===== config.mk =====
export PLATFORM = sky130hd
export DESIGN_NAME = lsu_ctrl
export DESIGN_NICKNAME = d
export VERILOG_FILES = /design/src/rtl/lsu_pkg.sv /design/src/rtl/lsu_align.sv /design/src/rtl/lsu_ctrl.sv
export SDC_FILE = /design/constraint.sdc
export NUM_CORES = 1
export LEC_CHECK = 0
export ABC_CLOCK_PERIOD_IN_PS = 2800
export BUFFER_PORTS_ARGS = -buffer_cell sky130_fd_sc_hd__buf_2
export CAP_MARGIN = 0
export CELL_PAD_IN_SITES_DETAIL_PLACEMENT = 1
export CELL_PAD_IN_SITES_GLOBAL_PLACEMENT = 1
export CORE_MARGIN = 2
export CORE_UTILIZATION = 30
export CTS_CLUSTER_SIZE = 28
export DETAILED_ROUTE_END_ITERATION = 10
export PLACE_DENSITY = 0.71
export SYNTH_ARGS = -nofsm -noshare
export SYNTH_HDL_FRONTEND = slang
export SYNTH_SLANG_ARGS = --single-unit
export TNS_END_PERCENT = 30

===== constraint.sdc =====
create_clock -name clk -period 2.8 [get_ports clk]
set_input_delay 0.56 -clock clk [delete_from_list [all_inputs] [get_ports clk]]
set_output_delay 0.56 -clock clk [all_outputs]
set_load 0.02 [all_outputs]

===== src/rtl/lsu_pkg.sv =====
// rtl/lsu_pkg.sv - shared funct3 codes, FSM state encoding and request legality check for the LSU
package lsu_pkg;

  localparam logic [2:0] F3_B  = 3'd0;
  localparam logic [2:0] F3_H  = 3'd1;
  localparam logic [2:0] F3_W  = 3'd2;
  localparam logic [2:0] F3_BU = 3'd4;
  localparam logic [2:0] F3_HU = 3'd5;

  typedef logic [2:0] lsu_state_t;

  localparam lsu_state_t ST_IDLE  = 3'd0;
  localparam lsu_state_t ST_RD    = 3'd1;
  localparam lsu_state_t ST_WR    = 3'd2;
  localparam lsu_state_t ST_MERGE = 3'd3;
  localparam lsu_state_t ST_LDATA = 3'd4;
  localparam lsu_state_t ST_RESP  = 3'd5;

  // 1 when the request must be answered with rsp_err and no memory access
  function automatic logic lsu_req_err(input logic       we,
                                       input logic [2:0] f3,
                                       input logic [1:0] addr_lo);
    logic illegal;
    logic misaligned;
    if (we) begin
      illegal = !(f3 inside {F3_B, F3_H, F3_W});
    end else begin
      illegal = !(f3 inside {F3_B, F3_H, F3_W, F3_BU, F3_HU});
    end
    misaligned = ((f3 == F3_H || f3 == F3_HU) && addr_lo[0]) ||
                 ((f3 == F3_W) && (addr_lo != 2'b00));
    return illegal || misaligned;
  endfunction

endpackage


===== src/rtl/lsu_align.sv =====
// rtl/lsu_align.sv - combinational little-endian load extract and sub-word store merge
module lsu_align
  import lsu_pkg::*;
(
  input  logic [31:0] rdata,
  input  logic [31:0] wdata,
  input  logic [1:0]  addr_lo,
  input  logic [2:0]  funct3,
  output logic [31:0] load_data,
  output logic [31:0] store_data
);

  logic [7:0]  byte_sel;
  logic [15:0] half_sel;

  always_comb begin
    byte_sel = rdata[{addr_lo, 3'b000} +: 8];
    half_sel = addr_lo[1] ? rdata[31:16] : rdata[15:0];
  end

  always_comb begin
    load_data = rdata;
    case (funct3)
      F3_B:    load_data = {{24{byte_sel[7]}}, byte_sel};
      F3_BU:   load_data = {24'h000000, byte_sel};
      F3_H:    load_data = {{16{half_sel[15]}}, half_sel};
      F3_HU:   load_data = {16'h0000, half_sel};
      default: load_data = rdata;
    endcase
  end

  // Memory has no byte enables, so sub-word stores rewrite the whole word
  always_comb begin
    store_data = rdata;
    case (funct3)
      F3_B: store_data[{addr_lo, 3'b000} +: 8] = wdata[7:0];
      F3_H: begin
        if (addr_lo[1]) begin
          store_data[31:16] = wdata[15:0];
        end else begin
          store_data[15:0] = wdata[15:0];
        end
      end
      default: store_data = wdata;
    endcase
  end

endmodule


===== src/rtl/lsu_ctrl.sv =====
// rtl/lsu_ctrl.sv - RV32I load/store unit driving a word-wide registered-read data memory
module lsu_ctrl
  import lsu_pkg::*;
#(
  parameter int ADDR_W = 5
) (
  input  logic              clk,
  input  logic              rst,
  input  logic              req_valid,
  output logic              req_ready,
  input  logic              req_we,
  input  logic [2:0]        req_funct3,
  input  logic [31:0]       req_addr,
  input  logic [31:0]       req_wdata,
  input  logic [4:0]        req_rd,
  output logic              rsp_valid,
  output logic [31:0]       rsp_data,
  output logic [4:0]        rsp_rd,
  output logic              rsp_err,
  output logic [ADDR_W-1:0] mem_addr,
  output logic              mem_ren,
  output logic              mem_wen,
  output logic [31:0]       mem_wdata,
  input  logic [31:0]       mem_rdata
);

  lsu_state_t        state;
  logic              we_q;
  logic [2:0]        f3_q;
  logic [ADDR_W+1:0] addr_q;
  logic [31:0]       wdata_q;
  logic [4:0]        rd_q;
  logic              err_q;
  logic [31:0]       load_q;

  logic              req_err;
  logic [31:0]       align_load;
  logic [31:0]       align_store;

  // Address bits above the memory depth wrap silently
  logic              unused_addr_hi;
  assign unused_addr_hi = ^req_addr[31:ADDR_W+2];

  assign req_err = lsu_req_err(req_we, req_funct3, req_addr[1:0]);

  lsu_align u_align (
    .rdata      (mem_rdata),
    .wdata      (wdata_q),
    .addr_lo    (addr_q[1:0]),
    .funct3     (f3_q),
    .load_data  (align_load),
    .store_data (align_store)
  );

  always_ff @(posedge clk) begin
    if (rst) begin
      state   <= ST_IDLE;
      we_q    <= 1'b0;
      f3_q    <= 3'd0;
      addr_q  <= '0;
      wdata_q <= 32'd0;
      rd_q    <= 5'd0;
      err_q   <= 1'b0;
      load_q  <= 32'd0;
    end else begin
      case (state)
        ST_IDLE: begin
          if (req_valid) begin
            we_q    <= req_we;
            f3_q    <= req_funct3;
            addr_q  <= req_addr[ADDR_W+1:0];
            wdata_q <= req_wdata;
            rd_q    <= req_rd;
            err_q   <= req_err;
            if (req_err) begin
              state <= ST_RESP;
            end else if (req_we && req_funct3 == F3_W) begin
              state <= ST_WR;
            end else begin
              state <= ST_RD;
            end
          end
        end
        ST_RD:    state <= we_q ? ST_MERGE : ST_LDATA;
        ST_LDATA: begin
          load_q <= align_load;
          state  <= ST_RESP;
        end
        ST_MERGE: state <= ST_RESP;
        ST_WR:    state <= ST_RESP;
        ST_RESP:  state <= ST_IDLE;
        default:  state <= ST_IDLE;
      endcase
    end
  end

  // Strobes are masked by rst so a reset in MERGE cannot land a partial write
  assign req_ready = (state == ST_IDLE);
  assign mem_ren   = (state == ST_RD) && !rst;
  assign mem_wen   = ((state == ST_WR) || (state == ST_MERGE)) && !rst;
  assign rsp_valid = (state == ST_RESP) && !rst;
  assign mem_addr  = addr_q[ADDR_W+1:2];

  always_comb begin
    mem_wdata = 32'd0;
    if (state == ST_WR) begin
      mem_wdata = wdata_q;
    end else if (state == ST_MERGE) begin
      mem_wdata = align_store;
    end
  end

  always_comb begin
    rsp_data = 32'd0;
    rsp_rd   = 5'd0;
    rsp_err  = 1'b0;
    if (state == ST_RESP) begin
      rsp_err = err_q;
      if (!err_q && !we_q) begin
        rsp_data = load_q;
        rsp_rd   = rd_q;
      end
    end
  end

endmodule


==> tab_implementation.tex, run 1 <==
\begin{tabular}{lr}
\hline
Metric & Value \\
\hline
\multicolumn{2}{l}{\textbf{Yosys}} \\
\quad Post-synthesis compound-gate area fraction & 22.8\% \\
\quad Seq cells post-synth & 84 \\
\quad Number of flops mapped to enable cells by yosys & 0 \\
\quad Gate Count Post-Synth & 583 \\
\quad Count of unique library cells instantiated by Yosys & 52 \\
\quad Sequential area share after synthesis & 35.3\% \\
\quad Xor/xnor share of the synthesized area & 0\% \\
\quad Nets in the synthesized netlist & 696 \\
\quad Leading register cell type out of synthesis & sky130\_fd\_sc\_hd\_\_dfxtp\_1 \\
\quad Syn Std Cell Area & 4770 sq um \\
\quad Simple-gate share of the synthesized area & 28.1\% \\
\quad Adder-cell area share of the yosys netlist & 1.31\% \\
\quad Proportion of register bits with asynchronous set or reset after synthesis & 0\% \\
\quad Area share of the largest cell type after synthesis & 35.3\% \\
\quad Cell types with the largest area share after synthesis & sky130\_fd\_sc\_hd\_\_dfxtp\_1 (35\%), sky130\_fd\_sc\_hd\_\_nand2\_1 (10\%), sky130\_fd\_sc\_hd\_\_a21oi\_1 (5.6\%), sky130\_fd\_sc\_hd\_\_and2\_1 (5.2\%), sky130\_fd\_sc\_hd\_\_a211oi\_1 (4.9\%) \\
\quad Mean instance size in the synthesized netlist & 8.18 sq um \\
\quad Main combinational cell family by area after synthesis & simple AND/OR/NAND/NOR gates \\
\quad Fraction of synthesized area in multiplexers & 7.11\% \\
\quad Synth Warn \# & 0 \\
\quad Cell accounting for the most synthesized area & sky130\_fd\_sc\_hd\_\_dfxtp\_1 \\
\multicolumn{2}{l}{\textbf{Timing}} \\
\quad Number of max-slew violations in the final report & 0 \\
\quad Worst Hold Margin & 0.438 ns \\
\quad Number of failing setup endpoints in the final timing report & 0 \\
\quad Fmax & 0.372 GHz \\
\quad Final critical path time including I/O delays and setup & 2.69 ns \\
\quad Final hold violation count & 0 \\
\quad Setup Skew & 0.00709 ns \\
\quad Setup repair after global routing missed its margin & false \\
\quad Worst-Margin Slew & 0.910 ns \\
\quad Ratio of final minimum period to clock period & 95.9\% \\
\quad Total negative slack & 0 ns \\
\quad Normalized max-slew margin & 39.3\% \\
\multicolumn{2}{l}{\textbf{Clock tree}} \\
\quad Number of CTS-inserted buffers & 9 \\
\quad Total number of H-tree levels & 3 \\
\quad Worst skew pair latency & 0.35 ns \\
\quad CTS tree & built \\
\quad TritonCTS Sinks & 84 \\
\quad Clock slew seen by the registers of the worst setup and hold paths & 0.07 ns \\
\quad Clk Tree Root Cell & sky130\_fd\_sc\_hd\_\_clkbuf\_16 \\
\quad Max clock buf depth & 2 \\
\quad CTS Hold Buffers Added & 0 \\
\multicolumn{2}{l}{\textbf{Routing}} \\
\quad Total Wirelength & 18.7 mm \\
\quad Routed Antenna Nets & 0 \\
\quad Initial DRT Pass Iterations & 4 \\
\quad Detailed-route wire length per cell & 19.5 microns \\
\quad Final routed DRC violation total & 0 \\
\quad Via count normalized by instance count & 5.23 \\
\quad Number of violations reported at the end of detailed-routing iteration 0 & 297 \\
\quad Total vias in the final route & 5030 \\
\multicolumn{2}{l}{\textbf{Critical path}} \\
\quad RR Startpoint & state[0]\$\_SDFFE\_PP0P\_ \\
\quad Setup slack on the worst flop-to-flop path & 0.78 ns \\
\quad WS Path Type & register to output port \\
\quad Nature of the critical path startpoint & register \\
\quad Kind of end point of the critical path & output port \\
\quad Library cell contributing the largest single delay on the critical path & sky130\_fd\_sc\_hd\_\_dfxtp\_2 \\
\quad Reg-to-reg endpoint & load\_q[11]\$\_SDFFE\_PP0P\_ \\
\quad Maximum fanout count along the critical path & 18 \\
\quad Cell depth of the worst flop-to-flop path & 5 \\
\quad CP Data Arrival Time & 2.13 ns \\
\quad Endpoint required time on the critical path & 2.24 ns \\
\quad Cell-by-cell listing of the critical path & buf\_8 > ha\_1 > nand2\_1 > a32oi\_1 > o21ai\_0 > buf\_2 \\
\quad Delay contributed by the slowest stage of the critical path & 0.37 ns \\
\multicolumn{2}{l}{\textbf{GRT}} \\
\quad Vias in the first global route & 4965 \\
\quad Antenna violations before repair & 0 \\
\quad GRT met3 Usage & 4.06\% \\
\quad Wire length of the first global-routing pass & 28.0 mm \\
\quad Global Route Usage Sum & 22.1\% \\
\quad M1 GR Usage & 28.5\% \\
\quad GR Layer Usage met2 & 38.0\% \\
\quad Largest net degree at the start of global routing & 80 \\
\quad Total grt overflow & 0 \\
\quad Highest-utilization routing layer at the global route stage & met2 \\
\multicolumn{2}{l}{\textbf{Placed design}} \\
\quad Total instance count after detailed placement & 940 \\
\quad Total half-perimeter wirelength after legalization and detailed placement & 14.5 mm \\
\quad Number of buffers inserted by port buffering & 161 \\
\quad Final RePlAce weighted congestion & 0.865 \\
\multicolumn{2}{l}{\textbf{Layout}} \\
\quad Antenna Diode Count & 0 \\
\quad Filler Cell Count & 1921 \\
\quad Multi-input logic area & 2890 sq um \\
\quad Highest-count cells in the layout ignoring fill and taps & sky130\_fd\_sc\_hd\_\_buf\_2 (160), sky130\_fd\_sc\_hd\_\_nand2\_1 (129), sky130\_fd\_sc\_hd\_\_dfxtp\_1 (83) \\
\quad Final Net Count & 853 \\
\quad Area growth from synthesis to final layout & 30.9\% \\
\quad Filler-free cell count of the finished design & 961 \\
\quad Most frequent standard cell in the layout excluding fill and tap cells & sky130\_fd\_sc\_hd\_\_buf\_2 \\
\quad Footprint of the flip-flops and latches & 1680 sq um \\
\quad Fraction of final layout cells sized beyond drive strength 1 & 34.0\% \\
\multicolumn{2}{l}{\textbf{Pwr}} \\
\quad Power spent charging and discharging nets & 1730 uW \\
\quad Share of total power consumed by net switching & 38.2\% \\
\quad Proportion of power drawn by the clock network & 26.9\% \\
\quad Fraction of power consumed by sequential logic & 37.4\% \\
\quad Part of the power in combinational logic & 35.7\% \\
\quad Int Power & 2810 uW \\
\quad Leakage component of the power & 0.00265 uW \\
\quad Total design power & 4540 uW \\
\quad IR Drop Worst-Case VDD & 0.490 mV \\
\quad Power per unit of standard cell area & 727 nW/um\^{}2 \\
\multicolumn{2}{l}{\textbf{Run status}} \\
\quad Run status & finished clean \\
\multicolumn{2}{l}{\textbf{Floorplan}} \\
\quad Die Area & 16900 sq um \\
\quad Starting utilization of the core area & 30.4\% \\
\quad Vert. Die Dim & 130 microns \\
\quad Die Width & 130 microns \\
\quad Placeable Area & 15700 sq um \\
\quad Number of rows in the core area & 46 \\
\quad Top-Level Pins & 187 \\
\multicolumn{2}{l}{\textbf{Min path}} \\
\quad Worst min-delay path endpoint & addr\_q[4]\$\_SDFFE\_PP0P\_ \\
\quad Type of the worst min-delay path & primary input to register \\
\quad Hold path startpoint & req\_addr[4] \\
\quad Cell depth of the worst min-delay path & 3 \\
\multicolumn{2}{l}{\textbf{Job}} \\
\quad Max capacitance violation total & 0 \\
\hline
\end{tabular}
[repair_timing]
item	in CTS	in global routing
hold endpoints to repair	0	0
buffers inserted	0	5
pin swaps	6	4
endpoints found under the setup margin	32	32
resized for setup	5	14
[critical path, delay by kind of cell, from the launching register on]
| family | cells | cell delay (ns) |
|---|---|---|
| compound gates | 2 | 0.55 |
| flops | 1 | 0.37 |
| buf+inv | 2 | 0.39 |
| simple gates | 1 | 0.21 |
| fa+ha+maj | 1 | 0.24 |
[state kept, by name (all words and copies together), names as in the netlist]
signal,count
wdata_q,32
f3_q,3
state,3
load_q,32
rd_q,5
err_q,1
we_q,1
addr_q,7
[cells by family after synthesis]
group,count (synthesis)
AOI/OAI and AO/OA,151
adders and majority gates,5
buffers and inverters,53
DFF,84
muxes,24
and+or+nand+nor,266
[power groups by stage]
stage / registers (uW) / clock network, uW / logic, uW
final: 1700 / 1220 / 1620
after global routing: 1730 / 1310 / 1800
after CTS: 1700 / 1240 / 1620
after detailed placement: 1720 / 0 / 1610
after global placement: 1710 / 0 / 1550
after floorplan: 1650 / 0 / 1140
[per-stage QoR]
stage	setup slack [ns]	area [sq um]	util, %
after global routing	0.00196	6240	39.7
after CTS	-0.0620	6150	39.1
final	0.115	6240	39.7
after detailed placement	0.0980	5830	37.1
after floorplan	0.238	4770	-
after global placement	0.122	5830	37.1
[how the worst max path moves through the flow]
| stage | end | startpoint | depth (start not counted) | slack, ns |
|---|---|---|---|---|
| after floorplan | mem_wdata[24] | addr_q[1]$_SDFFE_PP0P_ | 7 | 0.24 |
| after global placement | mem_wdata[22] | addr_q[1]$_SDFFE_PP0P_ | 7 | 0.12 |
| after detailed placement | mem_wdata[22] | addr_q[1]$_SDFFE_PP0P_ | 7 | 0.1 |
| after CTS | mem_wdata[30] | addr_q[1]$_SDFFE_PP0P_ | 8 | -0.06 |
| after global routing | rsp_data[27] | state[2]$_SDFFE_PP0P_ | 7 | 0.002 |
| final | mem_wdata[21] | addr_q[1]$_SDFFE_PP0P_ | 6 | 0.11 |
[cells in the mapped netlist (2+ instances only)]
cell type	count
sky130_fd_sc_hd__and3_1	16
sky130_fd_sc_hd__a211oi_1	31
sky130_fd_sc_hd__dfxtp_1	84
sky130_fd_sc_hd__nor3b_1	3
sky130_fd_sc_hd__a22o_1	8
sky130_fd_sc_hd__buf_2	14
sky130_fd_sc_hd__a211oi_2	3
sky130_fd_sc_hd__nor4b_1	2
sky130_fd_sc_hd__mux4_2	7
sky130_fd_sc_hd__a21oi_1	53
sky130_fd_sc_hd__a32oi_1	8
sky130_fd_sc_hd__nor2_1	42
sky130_fd_sc_hd__nand2_1	129
sky130_fd_sc_hd__clkbuf_1	25
sky130_fd_sc_hd__a31oi_1	3
sky130_fd_sc_hd__inv_1	2
sky130_fd_sc_hd__nand2b_1	2
sky130_fd_sc_hd__o21ai_0	11
sky130_fd_sc_hd__nor3b_4	3
sky130_fd_sc_hd__nor2b_1	5
sky130_fd_sc_hd__buf_4	10
sky130_fd_sc_hd__mux2_2	9
sky130_fd_sc_hd__a221oi_1	2
sky130_fd_sc_hd__mux2i_1	8
sky130_fd_sc_hd__nand3_1	4
sky130_fd_sc_hd__nand3b_1	8
sky130_fd_sc_hd__ha_1	5
sky130_fd_sc_hd__o21bai_1	2
sky130_fd_sc_hd__and2_1	40
sky130_fd_sc_hd__a221o_1	22
[per-layer routing]
layer  vias up  share of wire, %  wire, microns
li1       2391                 -              -
met1      2483                44           8240
met2       138                50           9340
met3        18               4.5            844
met4         0               1.6            302
met5         -                 0              0
[final cells by class]
type,instances,share of cell area [%]
Timing Repair Buffer,196,17.3
Sequential cell,84,27.0
Multi-Input combinational cell,446,46.4
Clock inverter,7,1.24
Clock buffer,9,3.61
Tap cell,216,4.33
Inverter,3,0.220
Note: power is estimated with default switching activity, not from simulation.
==> inputs of run 2 (changes only) <==
--- a/config.mk
+++ b/config.mk
@@ -10,12 +10,14 @@
 export CAP_MARGIN = 0
 export CELL_PAD_IN_SITES_DETAIL_PLACEMENT = 1
 export CELL_PAD_IN_SITES_GLOBAL_PLACEMENT = 1
+export CORE_ASPECT_RATIO = 1.2
 export CORE_MARGIN = 2
 export CORE_UTILIZATION = 30
 export CTS_CLUSTER_SIZE = 28
 export DETAILED_ROUTE_END_ITERATION = 10
-export PLACE_DENSITY = 0.71
+export PLACE_DENSITY = 0.7
 export SYNTH_ARGS = -nofsm -noshare
 export SYNTH_HDL_FRONTEND = slang
+export SYNTH_HIERARCHICAL = 1
 export SYNTH_SLANG_ARGS = --single-unit
 export TNS_END_PERCENT = 30
==> run 2 against run 1 <==
Sequential share of layout area is 1.3 points lower. Largest power group is now combinational logic. Total power is 5.4% higher. Clock skew about the same. Highest routed layer unchanged. Critical path depth rose by 1. Synthesized area increased by 9.5%.
==> tab_implementation.tex, run 2 <==
\begin{tabular}{lr}
\hline
Metric & Value \\
\hline
\multicolumn{2}{l}{\textbf{Layout}} \\
\quad Antenna Diode Count & 0 \\
\quad Area growth from synthesis to final layout & 25.5\% \\
\quad Final Net Count & 929 \\
\quad Fraction of final layout cells sized beyond drive strength 1 & 27.8\% \\
\quad Filler-free cell count of the finished design & 1037 \\
\quad Highest-count cells in the layout ignoring fill and taps & sky130\_fd\_sc\_hd\_\_buf\_2 (161), sky130\_fd\_sc\_hd\_\_nand2\_1 (144), sky130\_fd\_sc\_hd\_\_a21oi\_1 (84) \\
\quad Filler Cell Count & 2124 \\
\quad Final design area excluding fillers & 6560 sq um \\
\quad Multi-input logic area & 3270 sq um \\
\quad Footprint of the flip-flops and latches & 1680 sq um \\
\quad Biggest registers after layout & load\_q x32, wdata\_q x32, addr\_q x7 \\
\quad Most frequent standard cell in the layout excluding fill and tap cells & sky130\_fd\_sc\_hd\_\_buf\_2 \\
\multicolumn{2}{l}{\textbf{GRT}} \\
\quad M1 GR Usage & 25.2\% \\
\quad GR Layer Usage met2 & 34.6\% \\
\quad Largest net degree at the start of global routing & 46 \\
\quad Highest-utilization routing layer at the global route stage & met2 \\
\quad Wire length of the first global-routing pass & 29.1 mm \\
\quad Vias in the first global route & 5416 \\
\quad Total grt overflow & 0 \\
\quad GRT met3 Usage & 3.78\% \\
\quad Global Route Usage Sum & 20.1\% \\
\quad Antenna violations before repair & 0 \\
\multicolumn{2}{l}{\textbf{Clock tree}} \\
\quad Total number of H-tree levels & 3 \\
\quad TritonCTS Sinks & 84 \\
\quad Worst skew pair latency & 0.34 ns \\
\quad Clk Tree Root Cell & sky130\_fd\_sc\_hd\_\_clkbuf\_16 \\
\quad Max clock buf depth & 2 \\
\quad CTS Hold Buffers Added & 0 \\
\quad Clock slew seen by the registers of the worst setup and hold paths & 0.06 ns \\
\quad Number of CTS-inserted buffers & 9 \\
\quad CTS tree & built \\
\multicolumn{2}{l}{\textbf{Yosys}} \\
\quad Top post-synthesis cells by count & sky130\_fd\_sc\_hd\_\_nand2\_1 (144), sky130\_fd\_sc\_hd\_\_a21oi\_1 (86), sky130\_fd\_sc\_hd\_\_dfxtp\_1 (84), sky130\_fd\_sc\_hd\_\_a22o\_1 (56), sky130\_fd\_sc\_hd\_\_mux2i\_1 (50) \\
\quad Most frequently used cell type in the post-synthesis netlist & sky130\_fd\_sc\_hd\_\_nand2\_1 \\
\quad Nets in the synthesized netlist & 796 \\
\quad Number of flops mapped to enable cells by yosys & 0 \\
\quad Mean instance size in the synthesized netlist & 7.65 sq um \\
\quad Count of unique library cells instantiated by Yosys & 46 \\
\quad Area share of the largest cell type after synthesis & 32.2\% \\
\quad Seq cells post-synth & 84 \\
\quad Leading register cell type out of synthesis & sky130\_fd\_sc\_hd\_\_dfxtp\_1 \\
\quad Proportion of register bits with asynchronous set or reset after synthesis & 0\% \\
\quad Gate Count Post-Synth & 683 \\
\quad Cell accounting for the most synthesized area & sky130\_fd\_sc\_hd\_\_dfxtp\_1 \\
\quad Syn Std Cell Area & 5220 sq um \\
\quad Cell types with the largest area share after synthesis & sky130\_fd\_sc\_hd\_\_dfxtp\_1 (32\%), sky130\_fd\_sc\_hd\_\_nand2\_1 (10\%), sky130\_fd\_sc\_hd\_\_mux2i\_1 (9.6\%), sky130\_fd\_sc\_hd\_\_a22o\_1 (9.4\%), sky130\_fd\_sc\_hd\_\_a21oi\_1 (8.2\%) \\
\quad Sequential area share after synthesis & 32.2\% \\
\quad Synth Warn \# & 6 \\
\multicolumn{2}{l}{\textbf{Critical path}} \\
\quad Endpoint required time on the critical path & 2.24 ns \\
\quad RR Startpoint & addr\_q[1]\$\_SDFFE\_PP0P\_ \\
\quad Reg-to-reg endpoint & load\_q[25]\$\_SDFFE\_PP0P\_ \\
\quad WS Path Type & register to output port \\
\quad Maximum fanout count along the critical path & 8 \\
\quad CP Data Arrival Time & 2.17 ns \\
\quad Nature of the critical path startpoint & register \\
\quad Kind of end point of the critical path & output port \\
\quad Setup slack on the worst flop-to-flop path & 0.32 ns \\
\quad Cell depth of the worst flop-to-flop path & 8 \\
\multicolumn{2}{l}{\textbf{Routing}} \\
\quad Via count normalized by instance count & 5.19 \\
\quad Final routed DRC violation total & 0 \\
\quad Total vias in the final route & 5378 \\
\quad Initial DRT Pass Iterations & 4 \\
\quad Number of violations reported at the end of detailed-routing iteration 0 & 372 \\
\quad Total Wirelength & 18.9 mm \\
\quad Routed Antenna Nets & 0 \\
\quad Detailed-route wire length per cell & 18.2 microns \\
\multicolumn{2}{l}{\textbf{Placed design}} \\
\quad Total instance count after detailed placement & 1018 \\
\quad Cell area after placement & 6160 sq um \\
\quad Number of buffers inserted by port buffering & 161 \\
\quad Final RePlAce weighted congestion & 0.933 \\
\quad Total half-perimeter wirelength after legalization and detailed placement & 14.2 mm \\
\multicolumn{2}{l}{\textbf{Pwr}} \\
\quad Total design power & 4780 uW \\
\quad Leakage component of the power & 0.00285 uW \\
\quad IR Drop Worst-Case VDD & 0.259 mV \\
\quad Power per unit of standard cell area & 729 nW/um\^{}2 \\
\multicolumn{2}{l}{\textbf{Floorplan}} \\
\quad Top-Level Pins & 187 \\
\quad Number of rows in the core area & 52 \\
\quad Vert. Die Dim & 149 microns \\
\quad Placeable Area & 17000 sq um \\
\quad Die Area & 18500 sq um \\
\quad Die Width & 124 microns \\
\quad Starting utilization of the core area & 30.8\% \\
\multicolumn{2}{l}{\textbf{Timing}} \\
\quad Final critical path time including I/O delays and setup & 2.73 ns \\
\quad Normalized max-slew margin & 61.1\% \\
\quad Ratio of final minimum period to clock period & 97.5\% \\
\quad Fmax & 0.366 GHz \\
\quad Setup Skew & 0.00759 ns \\
\quad Setup repair after global routing missed its margin & true \\
\quad Worst-Margin Slew & 0.583 ns \\
\quad Number of failing setup endpoints in the final timing report & 0 \\
\quad Number of max-slew violations in the final report & 0 \\
\quad Final hold violation count & 0 \\
\multicolumn{2}{l}{\textbf{Min path}} \\
\quad Type of the worst min-delay path & primary input to register \\
\quad Cell depth of the worst min-delay path & 3 \\
\quad Worst min-delay path endpoint & addr\_q[2]\$\_SDFFE\_PP0P\_ \\
\quad Hold path startpoint & req\_addr[2] \\
\multicolumn{2}{l}{\textbf{Run status}} \\
\quad Run status & finished clean \\
\multicolumn{2}{l}{\textbf{Job}} \\
\quad Max capacitance violation total & 0 \\
\hline
\end{tabular}
run 2: repair_timing:
action,4_1_cts,5_1_grt
endpoints found under the setup margin,25,20
buffers inserted,2,0
gates cloned,1,0
gates resized for setup,10,14
endpoints found under the hold margin,0,0
run 2: logic make-up (layout without fill, tap and decap cells):
| logic type | after synthesis | count (layout) | share of synthesized area, % |
|---|---|---|---|
| compound gates | 201 | 201 | 25.7 |
| fa+ha+maj | 5 | 5 | 1.20 |
| buf+inv | 70 | 208 | 6.54 |
| flops | 84 | 84 | 32.2 |
| mux | 56 | 56 | 11.1 |
| simple gates | 267 | 267 | 23.2 |
run 2: worst max path at each step:
stage	startpoint	endpoint	slack [ns]	depth (start not counted)
after floorplan	addr_q[1]$_SDFFE_PP0P_	mem_wdata[24]	0.18	8
after global placement	addr_q[1]$_SDFFE_PP0P_	mem_wdata[24]	0.17	8
after detailed placement	addr_q[1]$_SDFFE_PP0P_	load_q[31]$_SDFFE_PP0P_	0.15	8
after CTS	addr_q[1]$_SDFFE_PP0P_	mem_wdata[24]	0.04	7
after global routing	addr_q[1]$_SDFFE_PP0P_	mem_wdata[31]	-0.008	7
final	addr_q[1]$_SDFFE_PP0P_	mem_wdata[31]	0.07	7
run 2: stage by stage:
step                      hold slack, ns  TNS, ns  setup WS, ns  util [%]
final                              0.447        0        0.0701      38.6
after CTS                          0.437        0        0.0434      38.5
after global placement             0.438        0         0.168      36.3
after global routing               0.442  -0.0137      -0.00799      38.6
after detailed placement           0.445        0         0.146      36.3
after floorplan                    0.432        0         0.182         -
run 2: worst max-delay path: stages, from the launching register on:
cell	delay (ns)
sky130_fd_sc_hd__dfxtp_2	0.38
sky130_fd_sc_hd__inv_2	0.09
sky130_fd_sc_hd__ha_4	0.24
sky130_fd_sc_hd__or3_4	0.44
sky130_fd_sc_hd__o21ai_0	0.19
sky130_fd_sc_hd__a22o_1	0.15
sky130_fd_sc_hd__a22o_1	0.15
sky130_fd_sc_hd__buf_2	0.17
run 2: per-layer routing:
layer | vias up | part of all wire (%)
met4 | 0 | 2.4
met1 | 2529 | 44
met3 | 28 | 4.8
met5 | - | 0
li1 | 2664 | -
met2 | 157 | 49
run 2: cell type report:
cell class / instances / share of cell area [%]
Multi-Input combinational cell: 529 / 49.8
Sequential cell: 84 / 25.7
Timing Repair Buffer: 185 / 15.6
Tap cell: 216 / 4.12
Clock buffer: 11 / 3.85
Clock inverter: 5 / 0.553
Inverter: 7 / 0.401
run 2: power breakdown:
| part | internal, uW | switching (uW) |
|---|---|---|
| Clock | 650 | 507 |
| Combinational | 818 | 1190 |
| Sequential | 1430 | 186 |
